$ cat config.mk
export PLATFORM = sky130hd
export DESIGN_NAME = multi_cycle_processor
export DESIGN_NICKNAME = d
export VERILOG_FILES = /design/src/rtl/proc_pkg.sv /design/src/rtl/reg_file.sv /design/src/rtl/multi_cycle_processor.sv
export SDC_FILE = /design/constraint.sdc
export NUM_CORES = 1
export LEC_CHECK = 0
export BUFFER_PORTS_ARGS = -buffer_cell sky130_fd_sc_hd__buf_2
export CORE_MARGIN = 2
export CORE_UTILIZATION = 43
export DETAILED_ROUTE_END_ITERATION = 10
export GPL_TIMING_DRIVEN = 0
export HOLD_SLACK_MARGIN = 0.12
export PLACE_DENSITY = 0.7
export SYNTH_ARGS = -nofsm -noshare
export SYNTH_HDL_FRONTEND = slang
export SYNTH_SLANG_ARGS = --single-unit
$ cat constraint.sdc
create_clock -name clk -period 26.1 [get_ports clk]
set_input_delay 3.915 -clock clk [delete_from_list [all_inputs] [get_ports clk]]
set_output_delay 3.915 -clock clk [all_outputs]
set_load 0.02 [all_outputs]
$ cat src/rtl/proc_pkg.sv
// Shared opcode, field and state definitions for the multi-cycle core.
package proc_pkg;

  localparam int unsigned INSTR_W = 32;
  localparam int unsigned OPC_LSB = 28;
  localparam int unsigned OPC_W   = 4;
  localparam int unsigned RD_LSB  = 16;
  localparam int unsigned RS1_LSB = 8;
  localparam int unsigned IMM_LSB = 0;
  localparam int unsigned FIELD_W = 8;

  localparam logic [3:0] OP_ADD   = 4'd0;
  localparam logic [3:0] OP_SUB   = 4'd1;
  localparam logic [3:0] OP_AND   = 4'd2;
  localparam logic [3:0] OP_OR    = 4'd3;
  localparam logic [3:0] OP_LOAD  = 4'd4;
  localparam logic [3:0] OP_STORE = 4'd5;
  localparam logic [3:0] OP_BEQ   = 4'd6;
  localparam logic [3:0] OP_HALT  = 4'd15;

  typedef enum logic [2:0] {
    S_FETCH,
    S_DECODE,
    S_EXEC,
    S_MEM,
    S_WB,
    S_HALTED
  } state_t;

  // Opcodes that need the data-memory phase.
  function automatic logic is_mem_op(input logic [3:0] op);
    return (op == OP_LOAD) || (op == OP_STORE);
  endfunction

  // Opcodes that write rd in the write-back phase.
  function automatic logic writes_rd(input logic [3:0] op);
    return (op == OP_ADD) || (op == OP_SUB) || (op == OP_AND) ||
           (op == OP_OR)  || (op == OP_LOAD);
  endfunction

endpackage

$ cat src/rtl/reg_file.sv
// Two-read, one-write register file; register 0 always reads as zero.
module reg_file #(
  parameter int unsigned DATA_W = 8,
  parameter int unsigned NREG   = 32
) (
  input  logic                     clk,
  input  logic                     rst,
  input  logic [$clog2(NREG)-1:0]  raddr_a,
  input  logic [$clog2(NREG)-1:0]  raddr_b,
  output logic [DATA_W-1:0]        rdata_a,
  output logic [DATA_W-1:0]        rdata_b,
  input  logic                     we,
  input  logic [$clog2(NREG)-1:0]  waddr,
  input  logic [DATA_W-1:0]        wdata
);

  logic [DATA_W-1:0] regs [NREG];

  // Register storage; writes to register 0 are dropped.
  always_ff @(posedge clk or posedge rst) begin
    if (rst) begin
      for (int i = 0; i < int'(NREG); i++) regs[i] <= '0;
    end else if (we && (waddr != '0)) begin
      regs[waddr] <= wdata;
    end
  end

  assign rdata_a = (raddr_a == '0) ? '0 : regs[raddr_a];
  assign rdata_b = (raddr_b == '0) ? '0 : regs[raddr_b];

endmodule

$ cat src/rtl/multi_cycle_processor.sv
// Multi-cycle core: FETCH -> DECODE -> EXEC -> (MEM) -> WB, with HALT stop.
module multi_cycle_processor
  import proc_pkg::*;
#(
  parameter int unsigned DATA_W  = 8,
  parameter int unsigned PC_W    = 5,
  parameter int unsigned DADDR_W = 5,
  parameter int unsigned NREG    = 32
) (
  input  logic               clk,
  input  logic               rst,
  output logic               imem_req,
  output logic [PC_W-1:0]    imem_addr,
  input  logic               imem_ready,
  input  logic [31:0]        imem_rdata,
  output logic               dmem_req,
  output logic               dmem_we,
  output logic [DADDR_W-1:0] dmem_addr,
  output logic [DATA_W-1:0]  dmem_wdata,
  input  logic [DATA_W-1:0]  dmem_rdata,
  input  logic               dmem_ready,
  output logic               halted
);

  localparam int unsigned RA_W = $clog2(NREG);

  state_t               state, state_next;
  logic [INSTR_W-1:0]   ir;
  logic [PC_W-1:0]      pc;
  logic [DATA_W-1:0]    op_a, op_b, res, alu;
  logic [DADDR_W-1:0]   maddr;
  logic                 take;

  logic [3:0]           opc;
  logic [RA_W-1:0]      rd_f, rs1_f, rs2_f, rf_raddr_b;
  logic [FIELD_W-1:0]   imm;
  logic [31:0]          imm_sx;
  logic [DATA_W-1:0]    rf_rdata_a, rf_rdata_b;
  logic                 rf_we;
  logic                 unused_ir;

  assign opc    = ir[OPC_LSB +: OPC_W];
  assign rd_f   = ir[RD_LSB  +: RA_W];
  assign rs1_f  = ir[RS1_LSB +: RA_W];
  assign rs2_f  = ir[IMM_LSB +: RA_W];
  assign imm    = ir[IMM_LSB +: FIELD_W];
  assign imm_sx = {{24{imm[7]}}, imm};
  assign unused_ir = ^ir;

  // STORE and BEQ need r[rd] on the second read port instead of r[rs2].
  assign rf_raddr_b = ((opc == OP_STORE) || (opc == OP_BEQ)) ? rd_f : rs2_f;
  assign rf_we      = (state == S_WB) && writes_rd(opc);

  reg_file #(.DATA_W(DATA_W), .NREG(NREG)) u_reg_file (
    .clk     (clk),
    .rst     (rst),
    .raddr_a (rs1_f),
    .raddr_b (rf_raddr_b),
    .rdata_a (rf_rdata_a),
    .rdata_b (rf_rdata_b),
    .we      (rf_we),
    .waddr   (rd_f),
    .wdata   (res)
  );

  assign imem_addr  = pc;
  assign dmem_addr  = maddr;
  assign dmem_wdata = op_b;

  // ALU result, wrapping modulo 2^DATA_W.
  always_comb begin
    alu = '0;
    case (opc)
      OP_ADD:  alu = op_a + op_b;
      OP_SUB:  alu = op_a - op_b;
      OP_AND:  alu = op_a & op_b;
      OP_OR:   alu = op_a | op_b;
      default: alu = '0;
    endcase
  end

  // State register.
  always_ff @(posedge clk or posedge rst) begin
    if (rst) state <= S_FETCH;
    else     state <= state_next;
  end

  // Next-state and memory request decode; requests are masked during reset.
  always_comb begin
    state_next = state;
    imem_req   = 1'b0;
    dmem_req   = 1'b0;
    dmem_we    = 1'b0;
    halted     = 1'b0;
    unique case (state)
      S_FETCH: begin
        imem_req = !rst;
        if (imem_ready) state_next = S_DECODE;
      end
      S_DECODE: state_next = (opc == OP_HALT) ? S_HALTED : S_EXEC;
      S_EXEC:   state_next = is_mem_op(opc) ? S_MEM : S_WB;
      S_MEM: begin
        dmem_req = !rst;
        dmem_we  = !rst && (opc == OP_STORE);
        if (dmem_ready) state_next = S_WB;
      end
      S_WB:     state_next = S_FETCH;
      S_HALTED: halted = !rst;
      default:  state_next = S_FETCH;
    endcase
  end

  // Datapath registers: instruction, operands, result, address and pc.
  always_ff @(posedge clk or posedge rst) begin
    if (rst) begin
      ir    <= '0;
      pc    <= '0;
      op_a  <= '0;
      op_b  <= '0;
      res   <= '0;
      maddr <= '0;
      take  <= 1'b0;
    end else begin
      case (state)
        S_FETCH:  if (imem_ready) ir <= imem_rdata;
        S_DECODE: begin
          op_a <= rf_rdata_a;
          op_b <= rf_rdata_b;
        end
        S_EXEC: begin
          res   <= alu;
          maddr <= DADDR_W'(32'(op_a) + 32'(imm));
          take  <= (op_b == op_a);
        end
        S_MEM:    if (dmem_ready && (opc == OP_LOAD)) res <= dmem_rdata;
        S_WB:     pc <= ((opc == OP_BEQ) && take) ? pc + PC_W'(imm_sx) : pc + PC_W'(1);
        default:  ;
      endcase
    end
  end

endmodule

**Yosys cells after proc, flatten, opt, wreduce, memory -nomap -nowiden**

Index checks and enable logic that the tools add are counted.

- Register bits: 326
- Input bits: 44
- Output and inout bits: 22
- Logic and storage cells: 118

- $add $sub $neg: 5
- $lt $le $gt $ge: 4
- Equality and inequality tests: 16
- Mux-type cells: 25
- Bitwise gates (word level): 6
- Reductions and logical operators: 22

Operators with widths:

| kind | count |
|---|---|
| 256-bit bitwise mux | 1 |
| 8-bit binary-select mux with 5-bit select | 2 |
| 8-bit 2-to-1 mux | 8 |
| 8-bit demux with 5-bit select | 1 |
| 8-bit one-hot mux with 4 select lines | 1 |
| 6-bit greater-or-equal comparator (second input constant) | 3 |
| 5-bit NOT with 6-bit output | 3 |
| 8-bit one-hot mux with 2 select lines | 1 |
| 3-bit one-hot mux with 5 select lines | 1 |
| 4-bit by 3-bit == test with 1-bit output (second input constant) | 3 |
| 3-bit 2-to-1 mux | 4 |
| 5-bit adder | 2 |
| 5-bit zero test | 2 |
| 5-bit 2-to-1 mux | 2 |
| 8-bit adder | 1 |
| 8-bit bitwise AND | 1 |
| 4-bit by 2-bit == test with 1-bit output (second input constant) | 2 |
| 8-bit == test | 1 |
| 8-bit bitwise OR | 1 |
| 8-bit subtractor | 1 |
| 3-bit by 2-bit == test with 1-bit output (second input constant) | 2 |
| 3-bit == test (second input constant) | 2 |
| 1-bit logical AND | 6 |
| 1-bit logical OR | 6 |
| 15 further kinds | 21 |

**Longest topological paths before layout**

Gate-level depths: netlist (run 1).

- Word-level depth: 8
- Mapped depth: 15
- Gate-level depth less buffers: 12

**Modules after synthesis**

Synthesis (run 1) repeated with hierarchy kept, for this count alone.

- Cells, all modules: 1349
- Area total of the unflattened synthesis: 17847.1 um2

By module, submodules not included:

| module | times used | cells each | area each (um2) | seq. area each (um2) |
|---|---|---|---|---|
| reg_file | 1 | 944 | 14046.0 | 6406.1 |
| multi_cycle_processor | 1 | 405 | 3801.1 | 1426.4 |

**Least setup slack after synthesis (run 1)**

OpenSTA, ideal clock, no wires.

- Path kind: input port to output port
- From: input port rst
- To: output port halted
- Data arrival time: 11.305 ns
- Data required time: 22.185 ns
- Setup slack: 10.880 ns
- Stages: 2
- Buffers on the path: 0
- Path through: inv_1 > and3_1

- Longest elaborated chain between the ends: 2

Ends and longest elaborated chain:

| element | RTL line | text |
|---|---|---|
| start: declaration | multi_cycle_processor.sv:11 | `input logic rst,` |
| 1-bit zero test (no line) | n/a |  |
| 1-bit 2-to-1 mux | multi_cycle_processor.sv:95 | `unique case (state)` |
| end: declaration | multi_cycle_processor.sv:22 | `output logic halted` |

Every way passes these cells.

**Final worst setup path (run 1)**

Ends and elaborated chain as after synthesis.

==> flow_metrics.py, run 1 <==
metrics = {
    "synthesis": {
        "ys_types": 70,
        "syn_inst": 1638,
        "ys_warn_count": 0,
        "syn-num-nets": 1717,
        "ys_seq_elements": 313,
        "synth_edf_count": 0,
        "async_flop_share_pct": 100,
        "synthesis.area_mm2": 0.0183,
        "seq_area_frac_synth_pct": 42.8,
        "syn_area_per_cell_um2": 11.2,
        "synth_ff_type": "dfrtp_1",
    },
    "worst_setup_path": {
        "cp-start-kind": "input port",
        "crit_required_ps": 22180,
        "critPathKind": "input port to primary output",
        "end_kind": "primary output",
        "worstPathArrival_ps": 4720,
        "crit_path_max_fanout": 53,
    },
    "placed_design": {
        "portBuffers": 52,
        "place_ws_ps": 17420,
        "place_congestion": 1.01,
        "dpl.hpwl_um": 49700,
    },
    "sta": {
        "fin_crit_sh_pct": 33.1,
        "fin_worst_skew_ps": 17.9,
        "hold_viol_final": 0,
        "worst_pin_slew_ps": 1430,
        "max_freq_mhz": 116,
        "rsz0062_at_grt": "false",
        "tns_ps": 0,
        "maxSlewViolCount": 0,
        "fin_ws_ps": 17460,
        "slew_headroom_pct": 2.20,
        "min_period_ps": 8640,
        "report.final.setup_viol": 0,
    },
    "cells_and_area": {
        "nNetsFinal": 1809,
        "areaGrowthSynthToFinish_pct": 11.6,
        "post-route-util_pct": 48.6,
        "seqCellArea_mm2": 0.00783,
        "multi_input_area_mm2": 0.00972,
        "fillers": 3829,
        "diodes": 0,
        "drive_gt1_share_pct": 29.4,
    },
    "grt": {
        "antenna_found_initial": 1,
        "grt_util_all_layers_pct": 30.9,
        "grt_pass1_wl_um": 99800,
        "grt_max_degree": 135,
        "overflow": 0,
        "grt_pass1_vias": 14700,
    },
    "floorplanning": {
        "die_w_um": 210,
        "rows": 75,
        "io_pins": 66,
        "dieArea_mm2": 0.0443,
        "fp.dieH_um": 210,
        "start_util_pct": 43.6,
        "core_area_mm2": 0.0420,
    },
    "cts": {
        "cts_tree": "yes",
        "clk_pin_slew_ps": 50,
        "cts-htree-levels": 2,
        "cts_setup_buffers": 0,
        "cts_buffer_depth": 3,
        "cts_hold_buf": 0,
        "clk_latency_ps": 540,
        "cts_resized": 0,
        "cts_num_sinks": 313,
        "cts_root_buf": "clkbuf_16",
        "cts_made_buffers": 36,
    },
    "pwr": {
        "powerDensity_mw_per_mm2": 115,
        "p_leak_uw": 0.00930,
        "peakVddDrop_uv": 44.8,
    },
    "detailed_routing": {
        "drt-initial-drc-count": 2049,
        "vias_per_cell": 6.59,
        "drc": 0,
        "postRouteAntennaNets": 0,
        "routed_wl_um": 68200,
        "num_vias": 15100,
        "routedWlPerCell_um": 29.8,
        "dr.pass1.iters": 6,
    },
    "flow_run": {
        "drv_cap": 1,
    },
    "outcome": {
        "violations": "max-capacitance violations",
        "status": "finished, violations left",
    },
    "hold_path": {
        "hold_class": "flop to flop",
    },
}
cells by family after synthesis:
| group | synth area share [%] |
|---|---|
| compound gates | 11.8 |
| flops | 42.8 |
| simple gates | 10.3 |
| xor+xnor | 0.861 |
| fa+ha+maj | 2.55 |
| buf+inv | 4.19 |
| mux | 27.6 |
path summary, 6_finish.rpt:
kind,depth (start not counted),slack [ps],startpoint,endpoint
max,4,17460,rst,halted
min,1,460,imem_addr[4],imem_addr[4]
max reg2reg,10,22030,ir[28],dmem_wdata[0]
min reg2reg,1,460,imem_addr[4],imem_addr[4]
max in group asynchronous,4,21140,rst,u_reg_file.regs[4]
min in group asynchronous,2,3390,rst,ir[28]
layout make-up:
| class | instances | share of cell area [%] |
|---|---|---|
| Multi-Input combinational cell | 1146 | 47.6 |
| Sequential cell | 313 | 38.3 |
| Clock buffer | 53 | 5.31 |
| Tap cell | 539 | 3.30 |
| Buffer | 142 | 3.07 |
| Timing Repair Buffer | 54 | 1.54 |
| Inverter | 37 | 0.716 |
| Clock inverter | 7 | 0.202 |
power by group:
group	switching [uW]	total, uW	internal [uW]
logic	868	1220	355
registers	78.1	633	555
clock network	209	495	287
through the flow:
step / total power, uW / cell area [um2] / cells / hold WS [ps]
3_5_place_dp: 1810 / 19300 / 2231 / 458
4_1_cts: 2300 / 20400 / 2291 / 468
3_3_place_gp: 1800 / 19300 / 2229 / 455
6_report: 2350 / 20400 / 2291 / 463
2_1_floorplan: 1330 / 18300 / 1638 / 438
5_1_grt: 2430 / 20400 / 2291 / 499
placed cells by master, fill, tap and decap left out, types with 9 or more instances in the layout:
master     Yosys  final
a21o_1         9      9
mux4_2        59     59
ha_1          31     31
a31oi_1       13     13
clkbuf_16      0     37
o211ai_1      13     13
o21ai_0       35     35
nor3_1        16     15
o2111ai_1     11     11
a22oi_1       18     18
a211oi_1      66     66
buf_1         19     19
mux2_2       281    281
clkbuf_8       0     10
buf_2         40     92
nand2b_1      35     35
nand3_1       24     24
nand2_1      176    176
clkbuf_1      76     82
and3_1        49     49
a21oi_1       46     46
mux2i_1       52     52
a311oi_1      26     26
nor2_1        53     53
inv_1         37     36
o22ai_1       18     18
dfrtp_1      313    313
sequential cells by signal (all words and copies together) (netlist names):
signal / cells
u_reg_file.regs: 256
res: 8
dmem_wdata: 8
op_a: 8
ir: 19
take: 1
state: 3
dmem_addr: 5
imem_addr: 5
critical path: stages:
cell and delay (ps):
buf_2 140, inv_8 280, and3_1 210, buf_2 160
Yosys cell counts, types with 7 or more instances:
cell / number / area (um2)
dfrtp_1: 313 / 7830
mux2_2: 281 / 3160
nand2_1: 176 / 661
clkbuf_1: 76 / 285
a211oi_1: 66 / 495
mux4_2: 59 / 1330
nor2_1: 53 / 199
mux2i_1: 52 / 521
and3_1: 49 / 307
a21oi_1: 46 / 230
buf_2: 40 / 200
inv_1: 37 / 139
nand2b_1: 35 / 219
o21ai_0: 35 / 175
ha_1: 31 / 388
a311oi_1: 26 / 228
nand3_1: 24 / 120
buf_1: 19 / 71.3
a22oi_1: 18 / 135
o22ai_1: 18 / 113
nor3_1: 16 / 80.1
a31oi_1: 13 / 81.3
o211ai_1: 13 / 97.6
o2111ai_1: 11 / 96.3
a21o_1: 9 / 67.6
nor2b_1: 7 / 43.8
o32ai_1: 7 / 61.3
xnor2_1: 7 / 61.3
layer usage:
| layer | vias up | global-route usage [%] | routed length, um |
|---|---|---|---|
| met4 | 0 | 16.0 | 3940 |
| met5 | - | 0 | 0 |
| met1 | 7596 | 40.8 | 26500 |
| met3 | 217 | 8.61 | 7930 |
| met2 | 1023 | 46.7 | 29800 |
| li1 | 6256 | - | - |
No activity file was read; power rests on OpenSTA's default activity.
==> run 2: changes to the inputs <==
Clock period 26.1 ns to 8.1 ns, I/O delays scaled along.
==> run 2 against run 1 <==
Effect of this change:
- the flow now finishes without violations
- register-to-register slack got worse by 18000 ps
- non-clock buffer count grew 7
- worst setup slack worse by 13000 ps
- critical path depth grew 3
==> flow_metrics.py, run 2 (synthesized netlist as in run 1, its figures left out) <==
metrics = {
    "sta": {
        "slew_headroom_pct": 6.56,
        "max_freq_mhz": 252,
        "report.final.setup_viol": 0,
        "hold_viol_final": 0,
        "fin_worst_skew_ps": 33.4,
        "fin_crit_sh_pct": 49.0,
        "worst_pin_slew_ps": 1390,
        "fin_ws_ps": 4130,
        "rsz0062_at_grt": "false",
        "maxSlewViolCount": 0,
        "min_period_ps": 3970,
    },
    "detailed_routing": {
        "routed_wl_um": 66800,
        "drt-initial-drc-count": 2205,
        "num_vias": 15300,
        "drc": 0,
        "vias_per_cell": 6.62,
        "dr.pass1.iters": 6,
        "routedWlPerCell_um": 29.0,
        "postRouteAntennaNets": 0,
    },
    "outcome": {
        "status": "finished, final reports clean",
    },
    "pwr": {
        "p_leak_uw": 0.00944,
        "seq_power_share_pct": 26.3,
        "power.net_switching_uw": 3690,
        "peakVddDrop_uv": 158,
        "pwr-share-comb_pct": 50.1,
        "p_clk_share_pct": 23.6,
        "p_int_uw": 4060,
        "powerDensity_mw_per_mm2": 373,
        "swShare_pct": 47.7,
    },
    "grt": {
        "antenna_found_initial": 1,
        "grt_util_all_layers_pct": 30.3,
        "grt_max_degree": 43,
        "grt_use_met1_pct": 40.6,
        "grt-busiest-layer": "met2",
        "grt_use_met3_pct": 7.24,
        "overflow": 0,
        "grt_pass1_vias": 14700,
        "grt_pass1_wl_um": 98700,
        "grt_use_met2_pct": 45.7,
    },
    "worst_setup_path": {
        "critPathKind": "flop to primary output",
        "cpMaxStageDelayCell": "nor2_1",
        "slowest_delay_ps": 380,
        "cp-start-kind": "flop",
        "end_kind": "primary output",
        "crit_path_max_fanout": 10,
        "cp_common_cell": "buf_2",
        "rrSetupSlack_ps": 4290,
        "worstPathArrival_ps": 2750,
        "crit_required_ps": 6880,
        "crit_chain": "buf_2 > nand2b_1 > clkbuf_1 > buf_2 > nor2_1 > and3_1 > buf_2",
    },
    "floorplanning": {
        "io_pins": 66,
        "dieArea_mm2": 0.0443,
        "core_area_mm2": 0.0420,
        "start_util_pct": 43.6,
        "rows": 75,
        "fp.dieH_um": 210,
        "die_w_um": 210,
    },
    "cts": {
        "cts_resized": 0,
        "cts_tree": "yes",
        "cts_root_buf": "clkbuf_16",
        "cts_setup_buffers": 0,
        "clk_pin_slew_ps": 60,
        "cts-htree-levels": 2,
        "clk_latency_ps": 560,
        "cts_buffer_depth": 3,
        "cts_num_sinks": 313,
        "cts_hold_buf": 0,
        "cts_made_buffers": 37,
    },
    "cells_and_area": {
        "final_cell_mix": "313 x dfrtp_1, 281 x mux2_2, 176 x nand2_1, 92 x buf_2, 84 x clkbuf_1",
        "top_regs": "u_reg_file.regs (256), ir (19)",
        "fillers": 3748,
        "largest_reg_flops": 256,
        "post-route-util_pct": 49.4,
        "top_register": "u_reg_file.regs",
        "multi_input_area_mm2": 0.00972,
        "diodes": 0,
        "areaGrowthSynthToFinish_pct": 13.3,
        "final_common_cell": "dfrtp_1",
        "seqCellArea_mm2": 0.00783,
        "nNetsFinal": 1817,
        "drive_gt1_share_pct": 29.8,
    },
    "flow_run": {
        "drv_cap": 0,
    },
    "placed_design": {
        "dpl.hpwl_um": 48800,
        "portBuffers": 52,
        "place_ws_ps": 4110,
        "place_congestion": 1.02,
    },
    "hold_path": {
        "hold_class": "flop to flop",
    },
}
## run 2: path summary, 6_finish.rpt
check                             start              endpoint  cells past startpoint
hold reg to reg            imem_addr[4]          imem_addr[4]                      1
min in group asynchronous           rst              state[0]                      2
setup reg to reg                  ir[9]               op_a[2]                      8
hold / removal             imem_addr[4]          imem_addr[4]                      1
max in group asynchronous           rst  u_reg_file.regs[207]                      6
setup / recovery                 ir[31]               dmem_we                      7
## run 2: metal layers
| layer | up-vias | routed length (um) |
|---|---|---|
| li1 | 6291 | - |
| met1 | 7658 | 26200 |
| met2 | 1088 | 28900 |
| met3 | 235 | 7500 |
| met4 | 0 | 4170 |
| met5 | - | 0 |
## run 2: area by class of cell
| class | instances | share of cell area (%) |
|---|---|---|
| buffer | 142 | 3.03 |
| clock buffer | 50 | 4.94 |
| clock inverter | 18 | 1.42 |
| inverter | 37 | 0.687 |
| multi-input combinational | 1146 | 46.8 |
| sequential | 313 | 37.7 |
| tap | 539 | 3.25 |
| timing repair buffer | 61 | 2.16 |
## run 2: power groups by stage
stage / Clock, uW / Sequential [uW] / Combinational (uW)
CTS: 1840 / 2020 / 3720
detailed placement: 0 / 2050 / 3710
global placement: 0 / 2040 / 3660
finish: 1830 / 2040 / 3880
floorplan: 0 / 1980 / 2310
global route: 1890 / 2060 / 4020
## run 2: through the flow
| stage | cell area (um2) | power, uW | instances | hold slack (ps) | TNS (ps) |
|---|---|---|---|---|---|
| 2_1_floorplan | 18300 | 4290 | 1638 | 438 | 0 |
| 3_3_place_gp | 19300 | 5700 | 2229 | 457 | -1980 |
| 3_5_place_dp | 19400 | 5760 | 2238 | 460 | 0 |
| 4_1_cts | 20800 | 7580 | 2306 | 472 | 0 |
| 5_1_grt | 20800 | 7970 | 2306 | 499 | 0 |
| 6_report | 20800 | 7750 | 2306 | 467 | 0 |
## run 2: critical path, delay by kind of cell (launching register included)
kind | cells | cell delay (ps)
and+or+nand+nor | 3 | 910
DFF | 1 | 360
buffers and inverters | 4 | 940
